**config.mk**
```make
export PLATFORM = sky130hd
export DESIGN_NAME = id_stage
export DESIGN_NICKNAME = d
export VERILOG_FILES = /design/src/rtl/id_stage.sv
export SDC_FILE = /design/constraint.sdc
export NUM_CORES = 1
export LEC_CHECK = 0
export ABC_CLOCK_PERIOD_IN_PS = 14500
export BUFFER_PORTS_ARGS = -buffer_cell sky130_fd_sc_hd__buf_4
export CAP_MARGIN = 0
export CELL_PAD_IN_SITES_DETAIL_PLACEMENT = 0
export CELL_PAD_IN_SITES_GLOBAL_PLACEMENT = 2
export CORE_UTILIZATION = 28
export DETAILED_ROUTE_END_ITERATION = 16
export PLACE_DENSITY_LB_ADDON = 0.25
export SKIP_LAST_GASP = 1
export SYNTH_ARGS = -nofsm -noshare
export SYNTH_HDL_FRONTEND = slang
export SYNTH_SLANG_ARGS = --single-unit
```
**constraint.sdc**
```tcl
create_clock -name clk -period 14.5 [get_ports clk]
set_clock_uncertainty 0.1 [all_clocks]
set_input_delay 2.175 -clock clk [delete_from_list [all_inputs] [get_ports clk]]
set_output_delay 2.175 -clock clk [all_outputs]
set_load 0.03 [all_outputs]
```
**src/rtl/id_stage.sv**
```systemverilog
// Instruction-decode stage of the 5-stage RV32I pipeline.
// Decodes the IF/ID instruction, bypasses same-cycle writeback data around
// the register file, detects load-use hazards and holds the ID/EX register.
module id_stage #(
  parameter int XLEN = 32
) (
  input  logic            clk,
  input  logic            rst,
  input  logic            if_valid,
  input  logic [31:0]     if_instr,
  input  logic [XLEN-1:0] if_pc,
  output logic [4:0]      ra1,
  output logic [4:0]      ra2,
  input  logic [XLEN-1:0] rd1,
  input  logic [XLEN-1:0] rd2,
  input  logic            wb_we,
  input  logic [4:0]      wb_wa,
  input  logic [XLEN-1:0] wb_wd,
  input  logic            flush,
  output logic            stall_if,
  output logic            ex_valid,
  output logic [XLEN-1:0] ex_pc,
  output logic [XLEN-1:0] ex_rs1_data,
  output logic [XLEN-1:0] ex_rs2_data,
  output logic [XLEN-1:0] ex_imm,
  output logic [4:0]      ex_rs1,
  output logic [4:0]      ex_rs2,
  output logic [4:0]      ex_rd,
  output logic [2:0]      ex_funct3,
  output logic [3:0]      ex_alu_op,
  output logic            ex_alu_src_imm,
  output logic            ex_alu_src_pc,
  output logic            ex_mem_read,
  output logic            ex_mem_write,
  output logic            ex_reg_write,
  output logic            ex_branch,
  output logic            ex_jump,
  output logic            ex_illegal
);

  localparam logic [6:0] OP_R      = 7'b0110011;
  localparam logic [6:0] OP_IMM    = 7'b0010011;
  localparam logic [6:0] OP_LOAD   = 7'b0000011;
  localparam logic [6:0] OP_STORE  = 7'b0100011;
  localparam logic [6:0] OP_BRANCH = 7'b1100011;
  localparam logic [6:0] OP_JAL    = 7'b1101111;
  localparam logic [6:0] OP_JALR   = 7'b1100111;
  localparam logic [6:0] OP_AUIPC  = 7'b0010111;
  localparam logic [6:0] OP_LUI    = 7'b0110111;

  localparam logic [3:0] ALU_ADD   = 4'd0;
  localparam logic [3:0] ALU_SUB   = 4'd1;
  localparam logic [3:0] ALU_SLL   = 4'd2;
  localparam logic [3:0] ALU_SLT   = 4'd3;
  localparam logic [3:0] ALU_SLTU  = 4'd4;
  localparam logic [3:0] ALU_XOR   = 4'd5;
  localparam logic [3:0] ALU_SRL   = 4'd6;
  localparam logic [3:0] ALU_SRA   = 4'd7;
  localparam logic [3:0] ALU_OR    = 4'd8;
  localparam logic [3:0] ALU_AND   = 4'd9;
  localparam logic [3:0] ALU_PASSB = 4'd10;

  typedef struct packed {
    logic            valid;
    logic [XLEN-1:0] pc;
    logic [XLEN-1:0] rs1_data;
    logic [XLEN-1:0] rs2_data;
    logic [XLEN-1:0] imm;
    logic [4:0]      rs1;
    logic [4:0]      rs2;
    logic [4:0]      rd;
    logic [2:0]      funct3;
    logic [3:0]      alu_op;
    logic            alu_src_imm;
    logic            alu_src_pc;
    logic            mem_read;
    logic            mem_write;
    logic            reg_write;
    logic            branch;
    logic            jump;
    logic            illegal;
  } idex_t;

  // ALU op for R-type and I-ALU; bit 30 selects SUB (R only) and SRA/SRAI.
  function automatic logic [3:0] alu_dec(input logic [2:0] f3, input logic b30,
                                         input logic is_r);
    logic [3:0] op;
    case (f3)
      3'd0:    op = (is_r && b30) ? ALU_SUB : ALU_ADD;
      3'd1:    op = ALU_SLL;
      3'd2:    op = ALU_SLT;
      3'd3:    op = ALU_SLTU;
      3'd4:    op = ALU_XOR;
      3'd5:    op = b30 ? ALU_SRA : ALU_SRL;
      3'd6:    op = ALU_OR;
      default: op = ALU_AND;
    endcase
    return op;
  endfunction

  // x0 reads as zero; otherwise a same-cycle writeback to the index wins.
  function automatic logic [XLEN-1:0] bypass(input logic [4:0] idx,
                                             input logic [XLEN-1:0] rf,
                                             input logic we, input logic [4:0] wa,
                                             input logic [XLEN-1:0] wd);
    logic [XLEN-1:0] v;
    if (idx == 5'd0)             v = '0;
    else if (we && (wa == idx))  v = wd;
    else                         v = rf;
    return v;
  endfunction

  logic [6:0] opc;
  logic       use_rs1;
  logic       use_rs2;
  logic       hazard;
  idex_t      dec_p0;
  idex_t      idex_p1;

  logic signed [XLEN-1:0] imm_i, imm_s, imm_b, imm_u, imm_j;

  assign opc = if_instr[6:0];
  assign ra1 = if_instr[19:15];
  assign ra2 = if_instr[24:20];

  assign imm_i = {{20{if_instr[31]}}, if_instr[31:20]};
  assign imm_s = {{20{if_instr[31]}}, if_instr[31:25], if_instr[11:7]};
  assign imm_b = {{19{if_instr[31]}}, if_instr[31], if_instr[7], if_instr[30:25],
                  if_instr[11:8], 1'b0};
  assign imm_u = {if_instr[31:12], 12'b0};
  assign imm_j = {{11{if_instr[31]}}, if_instr[31], if_instr[19:12], if_instr[20],
                  if_instr[30:21], 1'b0};

  // Stage p0: combinational decode of the IF/ID instruction.
  always_comb begin
    dec_p0          = '0;
    use_rs1         = 1'b0;
    use_rs2         = 1'b0;
    dec_p0.valid    = 1'b1;
    dec_p0.pc       = if_pc;
    dec_p0.rs1      = ra1;
    dec_p0.rs2      = ra2;
    dec_p0.rd       = if_instr[11:7];
    dec_p0.funct3   = if_instr[14:12];
    dec_p0.rs1_data = bypass(ra1, rd1, wb_we, wb_wa, wb_wd);
    dec_p0.rs2_data = bypass(ra2, rd2, wb_we, wb_wa, wb_wd);
    case (opc)
      OP_R: begin
        dec_p0.alu_op    = alu_dec(if_instr[14:12], if_instr[30], 1'b1);
        dec_p0.reg_write = 1'b1;
        use_rs1          = 1'b1;
        use_rs2          = 1'b1;
      end
      OP_IMM: begin
        dec_p0.alu_op      = alu_dec(if_instr[14:12], if_instr[30], 1'b0);
        dec_p0.alu_src_imm = 1'b1;
        dec_p0.imm         = imm_i;
        dec_p0.reg_write   = 1'b1;
        use_rs1            = 1'b1;
      end
      OP_LOAD: begin
        dec_p0.alu_src_imm = 1'b1;
        dec_p0.imm         = imm_i;
        dec_p0.mem_read    = 1'b1;
        dec_p0.reg_write   = 1'b1;
        use_rs1            = 1'b1;
      end
      OP_STORE: begin
        dec_p0.alu_src_imm = 1'b1;
        dec_p0.imm         = imm_s;
        dec_p0.mem_write   = 1'b1;
        use_rs1            = 1'b1;
        use_rs2            = 1'b1;
      end
      OP_BRANCH: begin
        dec_p0.alu_op = ALU_SUB;
        dec_p0.imm    = imm_b;
        dec_p0.branch = 1'b1;
        use_rs1       = 1'b1;
        use_rs2       = 1'b1;
      end
      OP_JAL: begin
        dec_p0.imm        = imm_j;
        dec_p0.alu_src_pc = 1'b1;
        dec_p0.jump       = 1'b1;
        dec_p0.reg_write  = 1'b1;
      end
      OP_JALR: begin
        dec_p0.imm        = imm_i;
        dec_p0.alu_src_pc = 1'b1;
        dec_p0.jump       = 1'b1;
        dec_p0.reg_write  = 1'b1;
        use_rs1           = 1'b1;
      end
      OP_AUIPC: begin
        dec_p0.imm         = imm_u;
        dec_p0.alu_src_imm = 1'b1;
        dec_p0.alu_src_pc  = 1'b1;
        dec_p0.reg_write   = 1'b1;
      end
      OP_LUI: begin
        dec_p0.alu_op      = ALU_PASSB;
        dec_p0.imm         = imm_u;
        dec_p0.alu_src_imm = 1'b1;
        dec_p0.reg_write   = 1'b1;
      end
      default: dec_p0.illegal = 1'b1;
    endcase
    if (dec_p0.rd == 5'd0) dec_p0.reg_write = 1'b0;
  end

  // A load in EX whose destination feeds this instruction forces one bubble.
  assign hazard = if_valid && idex_p1.valid && idex_p1.mem_read && (idex_p1.rd != 5'd0) &&
                  ((use_rs1 && (idex_p1.rd == ra1)) || (use_rs2 && (idex_p1.rd == ra2)));

  assign stall_if = hazard && !flush;

  // Stage p1: ID/EX register; flush, hazard and empty slots all insert a bubble.
  always_ff @(posedge clk or posedge rst) begin
    if (rst)                              idex_p1 <= '0;
    else if (flush || hazard || !if_valid) idex_p1 <= '0;
    else                                  idex_p1 <= dec_p0;
  end

  assign ex_valid       = idex_p1.valid;
  assign ex_pc          = idex_p1.pc;
  assign ex_rs1_data    = idex_p1.rs1_data;
  assign ex_rs2_data    = idex_p1.rs2_data;
  assign ex_imm         = idex_p1.imm;
  assign ex_rs1         = idex_p1.rs1;
  assign ex_rs2         = idex_p1.rs2;
  assign ex_rd          = idex_p1.rd;
  assign ex_funct3      = idex_p1.funct3;
  assign ex_alu_op      = idex_p1.alu_op;
  assign ex_alu_src_imm = idex_p1.alu_src_imm;
  assign ex_alu_src_pc  = idex_p1.alu_src_pc;
  assign ex_mem_read    = idex_p1.mem_read;
  assign ex_mem_write   = idex_p1.mem_write;
  assign ex_reg_write   = idex_p1.reg_write;
  assign ex_branch      = idex_p1.branch;
  assign ex_jump        = idex_p1.jump;
  assign ex_illegal     = idex_p1.illegal;

endmodule

```
==> out/qor.yml <==
setup_path:
  reg2reg_slack_ns: 11.53
  path_class: "in2out"
  cp.arrival_ns: 3.62
  slowest_stage: "nand4bb_1"
  critPathRequiredTime_ns: 12.23
  cp_slowest_stage_delay_ns: 0.38
  cp_max_fo: 8
  crit_top_cell: "buf_4"
  worst-path-buf-inv: 2
  worstReg2RegEnd: "ex_imm[7]$_DFF_PP0_"
  end_kind: "primary output"
  worstPathCellList: "buf_4 > nand4bb_1 > nor3_2 > o2111ai_2 > a21oi_1 > buf_4"
  r2r-start: "ex_rd[1]$_DFF_PP0_"
  start_kind: "input pin"
  ff2ff_path_depth: 5
  cp_top_family: "simple AND/OR/NAND/NOR gates"
clock_tree:
  path_clk_slew_ns: 0.07
  cts-hold-fix-buffers: 0
  cts_tree: "yes"
  cts_root_buf: "clkbuf_16"
  cts-resized-gates: 0
  cts_buffers: 17
  cts.sinks: 159
  post_cts_buffers: 0
  htree_levels: 4
  insertion_delay_ns: 0.43
  clk_path_buf_depth: 2
synth:
  synth_seq_cells: 159
  synth_fp_nets: 716
  yosysWarnings: 0
  ys_types: 40
  muxShareOfSynthArea_pct: 10.5
  yosys.area_share.simple_pct: 16.5
  synth_top_family_by_area: "simple AND/OR/NAND/NOR gates"
  synth_compound_area_share_pct: 4.27
  synth_xor_area_share_pct: 2.74
  synth_area_mm2: 0.00639
  syn_inst: 546
  synth_adder_area_share_pct: 0
  synth.avg_cell_area_um2: 11.7
  synth_seq_area_share_pct: 62.2
timing:
  setup-tns-final_ns: 0
  rsz0062_at_grt: "no"
  max_freq_ghz: 0.170
  fin_ws_ns: 8.60
  hold_violations: 0
  relSlewSlack_pct: 26.1
  worst_hold_slack_ns: 1.09
  worst_pin_slew_ns: 1.11
  fin_crit_ns: 5.90
  setup_violations: 0
  post-route-period-util_pct: 40.7
  drv_slew: 0
floorplan:
  die_w_um: 153
  die_h_um: 153
  io_pins: 340
  core_mm2: 0.0221
  fp-row-count: 54
  die_area_mm2: 0.0234
  initial_core_util_pct: 28.9
finish:
  area_growth_pct: 51.3
  nets: 1036
  seq_area_mm2: 0.00398
  utilization_pct: 43.8
  multi_input_area_mm2: 0.00218
  diodes: 0
  fill_cells: 2158
  drive_above_1_share_pct: 43.8
drt:
  highest_layer: "met5"
  ant_nets: 0
  wl_per_cell_um: 18.6
  drt_iter0_drc: 244
  firstDrtPassIters: 6
  drc: 0
  wl_met3_um: 1900
  finalWirelength_um: 21500
  viasPerCell: 4.57
  routedLengthMet1_um: 8350
  met2_length_um: 10800
  vias: 5294
power_and_ir_drop:
  ir_worst_vdd_v: 0.0000749
  finalPower_mw: 1.05
  p_per_area_mw_per_mm2: 109
  p_sw_share_pct: 27.3
  p_leak_nw: 4.92
  pwr-share-comb_pct: 14.0
  power.switching_uw: 287
  seq_power_share_pct: 44.0
  p_int_uw: 764
  p_clk_share_pct: 42.0
global_route:
  grt_first_pass_wirelength_um: 33000
  antenna_found_initial: 1
  grt_overflow: 0
  grt_max_degree: 93
  grt_use_total_pct: 18.7
  grt_pass1_vias: 5747
run_status:
  status: "completed"
hold_path:
  holdPathStages: 6
  worstHoldEndpoint: "ex_rs1_data[16]$_DFF_PP0_"
  min_from: "ex_mem_read$_DFF_PP0_"
  hp-class: "reg2reg"
run:
  maxCapViolations: 0
placement:
  place_ws_ns: 8.60
  dp_hpwl_um: 16000
  gp_congestion: 0.864
  port_buffers: 339
==> cells in the final DEF (no fill, tap or decap), drive strengths merged, types with 10 or more instances in the layout <==
master    n
and2     51
and3     10
nor2     80
xor2     17
clkbuf   17
buf     342
dfrtp   159
nor3     10
nand2    30
mux2i    67
a21oi    28
inv      11
==> cell usage after synthesis (all sizes together) <==
cell | count | area, um^2
o22a | 1 | 8.76
o21ai | 4 | 20.0
or3 | 5 | 31.3
nor4 | 3 | 18.8
or4 | 2 | 18.8
clkbuf | 9 | 37.5
and3 | 10 | 62.6
buf | 32 | 194
dfrtp | 159 | 3980
nand4 | 1 | 12.5
nor2b | 5 | 31.3
nand4bb | 1 | 11.3
nor3b | 1 | 7.51
nor3 | 10 | 55.1
nand3 | 7 | 47.6
a31oi | 2 | 12.5
o22ai | 1 | 6.26
o2111ai | 1 | 15.0
or2 | 1 | 6.26
xor2 | 17 | 149
xnor2 | 3 | 26.3
nand2 | 30 | 113
a22oi | 5 | 37.5
a21o | 1 | 7.51
o211ai | 2 | 15.0
o21ba | 1 | 10.0
mux2i | 67 | 671
inv | 3 | 11.3
and2 | 51 | 319
nand2b | 3 | 18.8
a21oi | 28 | 140
nor2 | 80 | 300
==> how the worst max path moves through the flow <==
| stage | start | end | slack [ns] | depth (start not counted) |
|---|---|---|---|---|
| final | if_instr[3] | stall_if | 8.60 | 6 |
| after global routing | if_instr[3] | stall_if | 8.47 | 6 |
| after CTS | if_instr[3] | stall_if | 8.59 | 6 |
| after detailed placement | if_instr[2] | stall_if | 8.60 | 6 |
| after global placement | if_instr[2] | stall_if | 8.66 | 6 |
| after floorplan | rst | ex_alu_op[0]$_DFF_PP0_ | 7.93 | 1 |
==> flip-flops by register name, summed over array words and instances, names as in the netlist, 3 cells and up <==
name / cells
ex_rs2: 5
ex_rs1_data: 32
ex_pc: 32
ex_rs1: 5
ex_alu_op: 4
ex_funct3: 3
ex_imm: 32
ex_rd: 5
ex_rs2_data: 32
==> through the flow <==
stage	instance area (um^2)	instances
2_1_floorplan	6390	546
3_3_place_gp	9090	1127
6_report	9670	1159
5_1_grt	9670	1159
3_5_place_dp	9090	1127
4_1_cts	9670	1159
==> cell families (layout without fill, tap and decap cells) <==
group,count (synthesis),count (layout)
simple gates,210,210
flops,159,159
mux,67,67
compound gates,46,46
buf+inv,44,377
xor+xnor,20,20
==> per-layer routing <==
layer / track usage (%) / vias to the layer above
met4: 7.17 / 2
met5: 0 / -
met2: 32.2 / 232
li1: - / 2433
met3: 7.26 / 31
met1: 20.8 / 2596
==> worst register-to-register path, stage by stage, from the launching register on <==
cell	delay [ns]
dfrtp_1	0.46
or4_4	0.57
o2111ai_2	0.32
nand3_4	0.40
inv_2	0.76
and3_1	0.29
==> power groups by stage <==
stage | registers (mW) | logic (mW) | clock network [mW]
after floorplan | 0.498 | 0.0439 | 0
after global placement | 0.470 | 0.149 | 0
after detailed placement | 0.470 | 0.150 | 0
after CTS | 0.462 | 0.151 | 0.457
after global routing | 0.463 | 0.158 | 0.476
final | 0.462 | 0.147 | 0.441
==> layout make-up <==
class / count / area share, %
clock inverter: 15 / 1.58
sequential: 159 / 41.1
timing repair buffer: 342 / 26.5
multi-input combinational: 343 / 22.5
tap: 280 / 3.62
inverter: 3 / 0.168
clock buffer: 17 / 4.40
No activity file was read; power rests on OpenSTA's default activity.
